$ cat config.mk
export PLATFORM = sky130hd
export DESIGN_NAME = jk_cmd_sequencer_flat
export DESIGN_NICKNAME = d
export VERILOG_FILES = /design/src/rtl/jk_cmd_if.sv /design/src/rtl/jk_cmd_sequencer.sv /design/src/flat_wrapper.sv
export SDC_FILE = /design/constraint.sdc
export NUM_CORES = 1
export LEC_CHECK = 0
export CAP_MARGIN = 10
export CORE_MARGIN = 1.5
export CORE_UTILIZATION = 45
export DETAILED_ROUTE_END_ITERATION = 10
export GPL_ROUTABILITY_DRIVEN = 0
export GPL_TIMING_DRIVEN = 0
export PLACE_DENSITY = 0.76
export SLEW_MARGIN = 40
export SYNTH_ARGS = -nofsm -noshare
export SYNTH_HDL_FRONTEND = slang
export SYNTH_SLANG_ARGS = --single-unit
$ cat constraint.sdc
create_clock -name clk -period 5.1 [get_ports clk]
set_clock_uncertainty 0.2 [all_clocks]
set_input_delay 1.02 -clock clk [delete_from_list [all_inputs] [get_ports clk]]
set_output_delay 1.02 -clock clk [all_outputs]
set_load 0.01 [all_outputs]
$ cat src/rtl/jk_cmd_if.sv
// Command handshake bundle between a command source and jk_cmd_sequencer.
interface jk_cmd_if #(
    parameter int CNT_W = 4
);
    logic             cmd_valid;
    logic             cmd_ready;
    logic [1:0]       cmd_op;
    logic [CNT_W-1:0] cmd_cnt;

    modport master (output cmd_valid, output cmd_op, output cmd_cnt, input cmd_ready);
    modport slave  (input cmd_valid, input cmd_op, input cmd_cnt, output cmd_ready);
endinterface

$ cat src/rtl/jk_cmd_sequencer.sv
// Command sequencer feeding the J/K inputs of a downstream synchronous JK flip-flop.
// Commands (HOLD/RESET/SET/TOGGLE + repeat count) are queued in a small FIFO and
// played back-to-back onto registered J/K; q_model shadows the flip-flop's Q.
module jk_cmd_sequencer #(
    parameter int DEPTH = 4,
    parameter int CNT_W = 4
) (
    input  logic                     clk,
    input  logic                     rst_n,
    jk_cmd_if.slave                  cmd,
    input  logic                     flush,
    output logic                     J,
    output logic                     K,
    output logic                     busy,
    output logic                     done,
    output logic                     q_model,
    output logic [$clog2(DEPTH):0]   fifo_level
);
    localparam int PTR_W = $clog2(DEPTH);
    localparam int ENT_W = CNT_W + 2;

    typedef enum logic {IDLE, DRIVE} state_t;

    state_t             state_reg;
    logic [CNT_W-1:0]   rem_reg;
    logic               j_reg, k_reg, done_reg, q_reg;
    logic [PTR_W-1:0]   wr_ptr_reg, rd_ptr_reg;
    logic [PTR_W:0]     level_reg;
    logic [ENT_W-1:0]   mem [DEPTH];

    logic               empty, full, push, pop, last;
    logic [1:0]         head_op;
    logic [CNT_W-1:0]   head_cnt;

    assign empty          = (level_reg == '0);
    assign full           = (level_reg == (PTR_W+1)'(DEPTH));
    assign cmd.cmd_ready  = !full && !flush;
    assign push           = cmd.cmd_valid && !full && !flush;
    // The active command is in its final cycle; rem_reg is never zero while driving.
    assign last           = (state_reg == DRIVE) && (rem_reg == CNT_W'(1));
    // Next head is taken either from idle or seamlessly after the last drive cycle.
    assign pop            = !flush && !empty && ((state_reg == IDLE) || last);
    assign head_op        = mem[rd_ptr_reg][ENT_W-1:CNT_W];
    assign head_cnt       = mem[rd_ptr_reg][CNT_W-1:0];

    assign J          = j_reg;
    assign K          = k_reg;
    assign done       = done_reg;
    assign q_model    = q_reg;
    assign fifo_level = level_reg;
    assign busy       = (state_reg == DRIVE) || !empty;

    // FIFO storage write; contents need no reset since occupancy is tracked separately.
    always_ff @(posedge clk) begin
        if (push) begin
            mem[wr_ptr_reg] <= {cmd.cmd_op, cmd.cmd_cnt};
        end
    end

    // FIFO pointers and exact occupancy count; flush empties the queue.
    always_ff @(posedge clk) begin
        if (!rst_n) begin
            wr_ptr_reg <= '0;
            rd_ptr_reg <= '0;
            level_reg  <= '0;
        end else if (flush) begin
            wr_ptr_reg <= '0;
            rd_ptr_reg <= '0;
            level_reg  <= '0;
        end else begin
            if (push) wr_ptr_reg <= wr_ptr_reg + PTR_W'(1);
            if (pop)  rd_ptr_reg <= rd_ptr_reg + PTR_W'(1);
            level_reg <= level_reg + (PTR_W+1)'(push) - (PTR_W+1)'(pop);
        end
    end

    // Playback FSM with registered J/K/done and the shadow Q of the downstream FF.
    always_ff @(posedge clk) begin
        if (!rst_n) begin
            state_reg <= IDLE;
            rem_reg   <= '0;
            j_reg     <= 1'b0;
            k_reg     <= 1'b0;
            done_reg  <= 1'b0;
            q_reg     <= 1'b0;
        end else begin
            // The FF sees the J/K driven this cycle, flush or not.
            case ({j_reg, k_reg})
                2'b01:   q_reg <= 1'b0;
                2'b10:   q_reg <= 1'b1;
                2'b11:   q_reg <= !q_reg;
                default: q_reg <= q_reg;
            endcase

            if (flush) begin
                state_reg <= IDLE;
                rem_reg   <= '0;
                j_reg     <= 1'b0;
                k_reg     <= 1'b0;
                done_reg  <= 1'b0;
            end else if (pop) begin
                // A zero count still takes one cycle, driven as HOLD.
                state_reg <= DRIVE;
                rem_reg   <= (head_cnt == '0) ? CNT_W'(1) : head_cnt;
                j_reg     <= (head_cnt != '0) && head_op[1];
                k_reg     <= (head_cnt != '0) && head_op[0];
                done_reg  <= (head_cnt <= CNT_W'(1));
            end else if (state_reg == DRIVE) begin
                if (last) begin
                    state_reg <= IDLE;
                    rem_reg   <= '0;
                    j_reg     <= 1'b0;
                    k_reg     <= 1'b0;
                    done_reg  <= 1'b0;
                end else begin
                    rem_reg  <= rem_reg - CNT_W'(1);
                    done_reg <= (rem_reg == CNT_W'(2));
                end
            end
        end
    end
endmodule

$ cat src/flat_wrapper.sv
// flat-port wrapper written by rule: the top's interface ports become plain ports
module jk_cmd_sequencer_flat 
#(
    parameter int DEPTH = 4,
    parameter int CNT_W = 4
)
  (clk, rst_n, flush, J, K, busy, done, q_model, fifo_level, cmd_cmd_valid, cmd_cmd_op, cmd_cmd_cnt, cmd_cmd_ready);
  jk_cmd_if #(.CNT_W(CNT_W)) cmd_i ();
  input  logic clk;
  input  logic rst_n;
  input  logic flush;
  output logic J;
  output logic K;
  output logic busy;
  output logic done;
  output logic q_model;
  output logic [$clog2(DEPTH):0] fifo_level;
  input wire logic [$bits(cmd_i.cmd_valid)-1:0] cmd_cmd_valid;
  input wire logic [$bits(cmd_i.cmd_op)-1:0] cmd_cmd_op;
  input wire logic [$bits(cmd_i.cmd_cnt)-1:0] cmd_cmd_cnt;
  output wire logic [$bits(cmd_i.cmd_ready)-1:0] cmd_cmd_ready;
  assign cmd_i.cmd_valid = cmd_cmd_valid;
  assign cmd_i.cmd_op = cmd_cmd_op;
  assign cmd_i.cmd_cnt = cmd_cmd_cnt;
  assign cmd_cmd_ready = cmd_i.cmd_ready;
  jk_cmd_sequencer #(.DEPTH(DEPTH), .CNT_W(CNT_W)) u_core (.clk(clk), .rst_n(rst_n), .cmd(cmd_i), .flush(flush), .J(J), .K(K), .busy(busy), .done(done), .q_model(q_model), .fifo_level(fifo_level));
endmodule
==> results of run 1 <==
-- Yosys cell counts, types with 2 or more instances --
cell | instances | area (µm²)
nand2_1 | 7 | 26.3
a21oi_1 | 5 | 25.0
and2_1 | 6 | 37.5
nand2b_1 | 2 | 12.5
ha_1 | 9 | 113
nor3_1 | 3 | 15.0
mux4_2 | 3 | 67.6
edfxtp_1 | 24 | 721
a31oi_1 | 2 | 12.5
a211oi_1 | 2 | 15.0
mux4_1 | 3 | 78.8
dfxtp_1 | 18 | 360
inv_1 | 10 | 37.5
xnor2_1 | 4 | 35.0
o21ai_0 | 2 | 10.0
nor2_1 | 8 | 30.0
-- power groups by stage --
stage,Combinational [µW],Clock [µW],Sequential (µW)
2_1_floorplan,47.8,0,382
3_3_place_gp,76.8,0,381
3_5_place_dp,79.9,0,382
4_1_cts,80.7,308,374
5_1_grt,89.9,324,375
6_report,80.9,303,374
-- logic make-up after synthesis --
family,after synthesis,share of synthesized area (%)
xor+xnor,5,2.44
compound gates,21,8.57
flops,42,60.2
simple gates,33,9.48
mux,7,8.71
fa+ha+maj,10,7.39
buf+inv,13,3.21
-- worst paths after layout --
| check | cells after the start | start | end | slack, ps |
|---|---|---|---|---|
| setup / recovery | 3 | flush | cmd_cmd_ready | 1560 |
| hold / removal | 1 | u_core.q_model | u_core.q_model | 320 |
| setup reg to reg | 13 | u_core.rem_reg[1] | u_core.fifo_level[2] | 1880 |
| hold reg to reg | 1 | u_core.q_model | u_core.q_model | 320 |
-- metal layers --
layer / GRT usage [%] / routed length, µm / up-vias
met5: 0 / 0 / -
li1: - / - / 532
met3: 5.11 / 100 / 6
met2: 30.3 / 1630 / 16
met4: 5.36 / 51 / 0
met1: 16.8 / 1250 / 546
-- metrics by stage --
| step | hold WS, ps | util (%) |
|---|---|---|
| after global placement | 293 | 54.4 |
| after global routing | 340 | 58.1 |
| after CTS | 325 | 57.9 |
| after floorplan | 293 | - |
| after detailed placement | 303 | 54.4 |
| final | 318 | 58.1 |
-- area by class of cell --
cell class | instances | area share [%]
plain buffers | 3 | 0.921
clock buffers | 5 | 3.17
repair buffers | 18 | 8.29
well taps | 48 | 2.76
inverters | 10 | 1.73
multi-input cells | 76 | 30.5
flip-flops and latches | 42 | 49.7
clock inverters | 3 | 2.94
-- critical path: cells and delay by family --
kind | cells | cell delay (ps)
buf+inv | 2 | 1120
compound gates | 1 | 190
==> results_dict.tcl, run 1 <==
set metrics [dict create \
    fin_cells 205 \
    final_nets 176 \
    syn_inst 131 \
    switching_power_uw 158 \
    place_area_mm2 0.00204 \
    worstSetupPathType "input pin to output port" \
    synth_area_mm2 0.00180 \
    antenna_found_initial 0 \
    regArea_mm2 0.00108 \
    wl_mm 3.03 \
    layout_setup_ws_ps 1560 \
    crit_path_start_kind "input pin" \
    path_clk_slew_ps 80 \
    tritoncts "yes" \
    diodes 0 \
    end_kind "output port" \
    synth-seq-area-share_pct 60.2 \
    async_reset_ff_share_pct 0 \
    layout-drive-gt1-share_pct 10.8 \
    largest_reg_flops 24 \
    max-clock-path-buffers 2 \
    p_clk_share_pct 40.0 \
    min_path_type "flip-flop to flip-flop" \
    ios 19 \
    p_sw_share_pct 20.8 \
    cap_violations 0 \
    ys_ff_latch 42 \
    dp_slack_ps 1340 \
    yosys_warnings 0 \
    post-route-cell-area_mm2 0.00217 \
    cts_root_buffer "clkbuf_8" \
    path_max_fanout 7 \
    total_power_uw 759 \
    critPathArrivalTime_ps 2320 \
    clock_sinks 42 \
    io_buffer_count 18 \
    combPwrFrac_pct 10.7 \
    dp.cells 197 \
    leakagePower_uw 0.000765 \
    grt_pass1_wl_mm 5.13 \
    clock.fmax_ghz 0.282 \
    cts_buffers 5 \
    viasPerCell 5.37 \
    yosysUniqueCellTypes 39 \
    setup_viol 0 \
    track_usage_pct 16.1 \
    min_period_ps 3540 \
    die_h_um 66.2 \
    initial_core_util_pct 48.0 \
    htree_levels 2 \
    drtAntennaViolNets 0 \
    synth_nets 151 \
    drcViolationCount 0 \
    die_w_um 66.2 \
    avgSynthCellArea_um2 13.7 \
    drtIter0Drc 46 \
    post_cts.repair.setup_buffers 0 \
    post-dp-hpwl_mm 2.20 \
    cts_hold_buffers 0 \
    wl_per_cell_um 14.8 \
    drv_slew 0 \
    hold_viol_final 0 \
    period_share_pct 69.4 \
    post_cts_resized 0 \
    dr.pass1.iters 4 \
    multiInputGateArea_um2 662 \
    final_common_cell "edfxtp_1" \
    grt_max_degree 14 \
    num_vias 1100 \
    areaGrowthSynthToFinish_pct 21.0 \
    p_seq_share_pct 49.3 \
    slowest_delay_ps 570 \
    std_cell_rows 22 \
    crit_top_cell "clkdlybuf4s50_1" \
    first_global_vias 1175 \
    worst_pin_slew_ps 523 \
    power_density_mw_per_mm2 349 \
    layout_common_cells "edfxtp_1, dfxtp_1, clkdlybuf4s50_1, inv_1, ha_1" \
    vdd_drop_max_mv 0.261 \
    fin_setup_tns_ps 0 \
    intPower_uw 601 \
    timing.slew.headroom_pct 65.0 \
    fp.dieArea_mm2 0.00438 \
    fill_cells 312 \
    cp_slowest_cell "clkdlybuf4s50_1" \
    path_cells "clkdlybuf4s50_1 > a21oi_1 > clkdlybuf4s50_1" \
    core_area_mm2 0.00374 \
    rsz0062_at_grt "false" \
    synth_flop_cell "edfxtp_1" \
    status "finished clean" \
    synth_edf_count 24 \
    grt_overflow 0 \
    required_ps 3880 \
    clk_latency_ps 290 \
]
No activity file was read; power rests on OpenSTA's default activity.
==> run 2, diff against run 1 <==
PLACE_DENSITY = 0.78   (was 0.76)
clock period = 2.83 ns   (was 5.1 ns; I/O delays follow)
==> results_dict.tcl, run 2 (synthesis results as in run 1) <==
set metrics [dict create \
    htree_levels 2 \
    io_buffer_count 18 \
    min_period_ps 2680 \
    grt_pass1_wl_mm 5.26 \
    hold_viol_final 0 \
    grt_busiest_layer "met2" \
    rr_startpoint "u_core.rem_reg[1]" \
    cp_slowest_cell "or3b_4" \
    crit_path_start "u_core.rem_reg[1]" \
    met3_usage_pct 4.94 \
    layout-drive-gt1-share_pct 20.5 \
    rsz0062_at_grt "true" \
    required_ps 2800 \
    end_kind "flip-flop" \
    grt_overflow 0 \
    drv_slew 0 \
    critical_path.endpoint "u_core.fifo_level[2]" \
    antenna_found_initial 0 \
    dr.pass1.iters 4 \
    period_share_pct 94.9 \
    cap_violations 0 \
    final_common_cell "edfxtp_1" \
    dp.cells 197 \
    drtIter0Drc 42 \
    wl_mm 3.13 \
    status "finished clean" \
    initial_core_util_pct 48.0 \
    wl_per_cell_um 15.0 \
    layout_common_cells "edfxtp_1, clkdlybuf4s50_1, dfxtp_1, nor2_1" \
    slowest_delay_ps 380 \
    grt_max_degree 14 \
    final_nets 180 \
    cts_buffers 5 \
    timing.rr.end "u_core.fifo_level[2]" \
    gr-usage-met1_pct 19.0 \
    fp.dieArea_mm2 0.00438 \
    leakagePower_uw 0.000784 \
    worstSetupPathType "flip-flop to flip-flop" \
    layout_setup_ws_ps 146 \
    num_vias 1097 \
    place_area_mm2 0.00204 \
    cts_hold_buffers 0 \
    grtUsageMet2_pct 29.1 \
    min_path_type "flip-flop to flip-flop" \
    clock_sinks 42 \
    die_w_um 66.2 \
    core_area_mm2 0.00374 \
    ios 19 \
    cts_root_buffer "clkbuf_8" \
    fill_cells 311 \
    rr_worst_depth 13 \
    clock.fmax_ghz 0.373 \
    vdd_drop_max_mv 0.368 \
    largest_reg_flops 24 \
    drtAntennaViolNets 0 \
    r2r_setup_slack_ps 150 \
    drcViolationCount 0 \
    hold_start "u_core.q_model" \
    total_power_uw 1310 \
    timing.slew.headroom_pct 65.4 \
    critPathArrivalTime_ps 2660 \
    viasPerCell 5.25 \
    path_max_fanout 3 \
    diodes 0 \
    setup_viol 0 \
    track_usage_pct 16.4 \
    power_density_mw_per_mm2 579 \
    max-clock-path-buffers 2 \
    tritoncts "yes" \
    areaGrowthSynthToFinish_pct 25.9 \
    path_clk_slew_ps 80 \
    crit_top_cell "ha_4" \
    post-dp-hpwl_mm 2.21 \
    dp_slack_ps -433 \
    std_cell_rows 22 \
    path_depth 13 \
    first_global_vias 1152 \
    utilization_pct 60.4 \
    worst_pin_slew_ps 518 \
    path_delay_family "adder cells" \
    die_h_um 66.2 \
    path_buf_inv 4 \
    post-route-cell-area_mm2 0.00226 \
    crit_path_start_kind "flip-flop" \
    fin_cells 209 \
    clk_latency_ps 290 \
    path_cells "inv_2 > ha_4 > or3b_4 > a211oi_2 > buf_4 > ha_4 > inv_4 > ha_4 > inv_2 > fa_2 > xor2_2 > xnor2_1 > nor2_1" \
]
==> run 2: how the worst min path moves through the flow <==
stage / endpoint / slack (ps) / depth (start not counted)
2_1_floorplan: u_core.rem_reg[2] / 290 / 2
3_3_place_gp: u_core.q_model / 290 / 1
3_5_place_dp: u_core.q_model / 300 / 1
4_1_cts: u_core.q_model / 320 / 1
5_1_grt: u_core.q_model / 350 / 1
6_report: u_core.q_model / 310 / 1
==> run 2: layout make-up <==
class	instances	area, µm²	share of cell area (%)
inverters	10	40.0	1.77
flip-flops and latches	42	1090	48.0
repair buffers	22	213	9.41
well taps	48	60.1	2.66
clock inverters	2	37.5	1.66
multi-input cells	76	729	32.3
clock buffers	6	72.6	3.21
plain buffers	3	22.5	0.996
==> run 2: metal layers <==
layer / routed length (µm) / share of wire (%)
met3: 107 / 3.4
met1: 1370 / 44
met5: 0 / 0
met2: 1630 / 52
met4: 27 / 0.86
==> run 2: power breakdown <==
group / switching, µW / internal, µW
sequential: 14.4 / 661
clock: 198 / 263
combinational: 83.1 / 87.9
total: 296 / 1010
==> run 2: timing repair <==
action | in CTS | in global routing
setup endpoints to repair | 1 | 1
pin swaps | 2 | 4
setup buffers | 2 | 2
gates resized for setup | 4 | 15
==> run 2: per-stage QoR <==
step	hold WS, ps	TNS, ps
floorplan	293	0
global placement	286	-680
detailed placement	303	-1830
CTS	321	0
global route	346	-11.6
finish	313	0
==> run 3, diff against run 2 <==
CTS_CLUSTER_SIZE = 24   (was unset)
==> results of run 3 <==
Same layout as run 2: the final DEF is identical, and so are final timing and power.
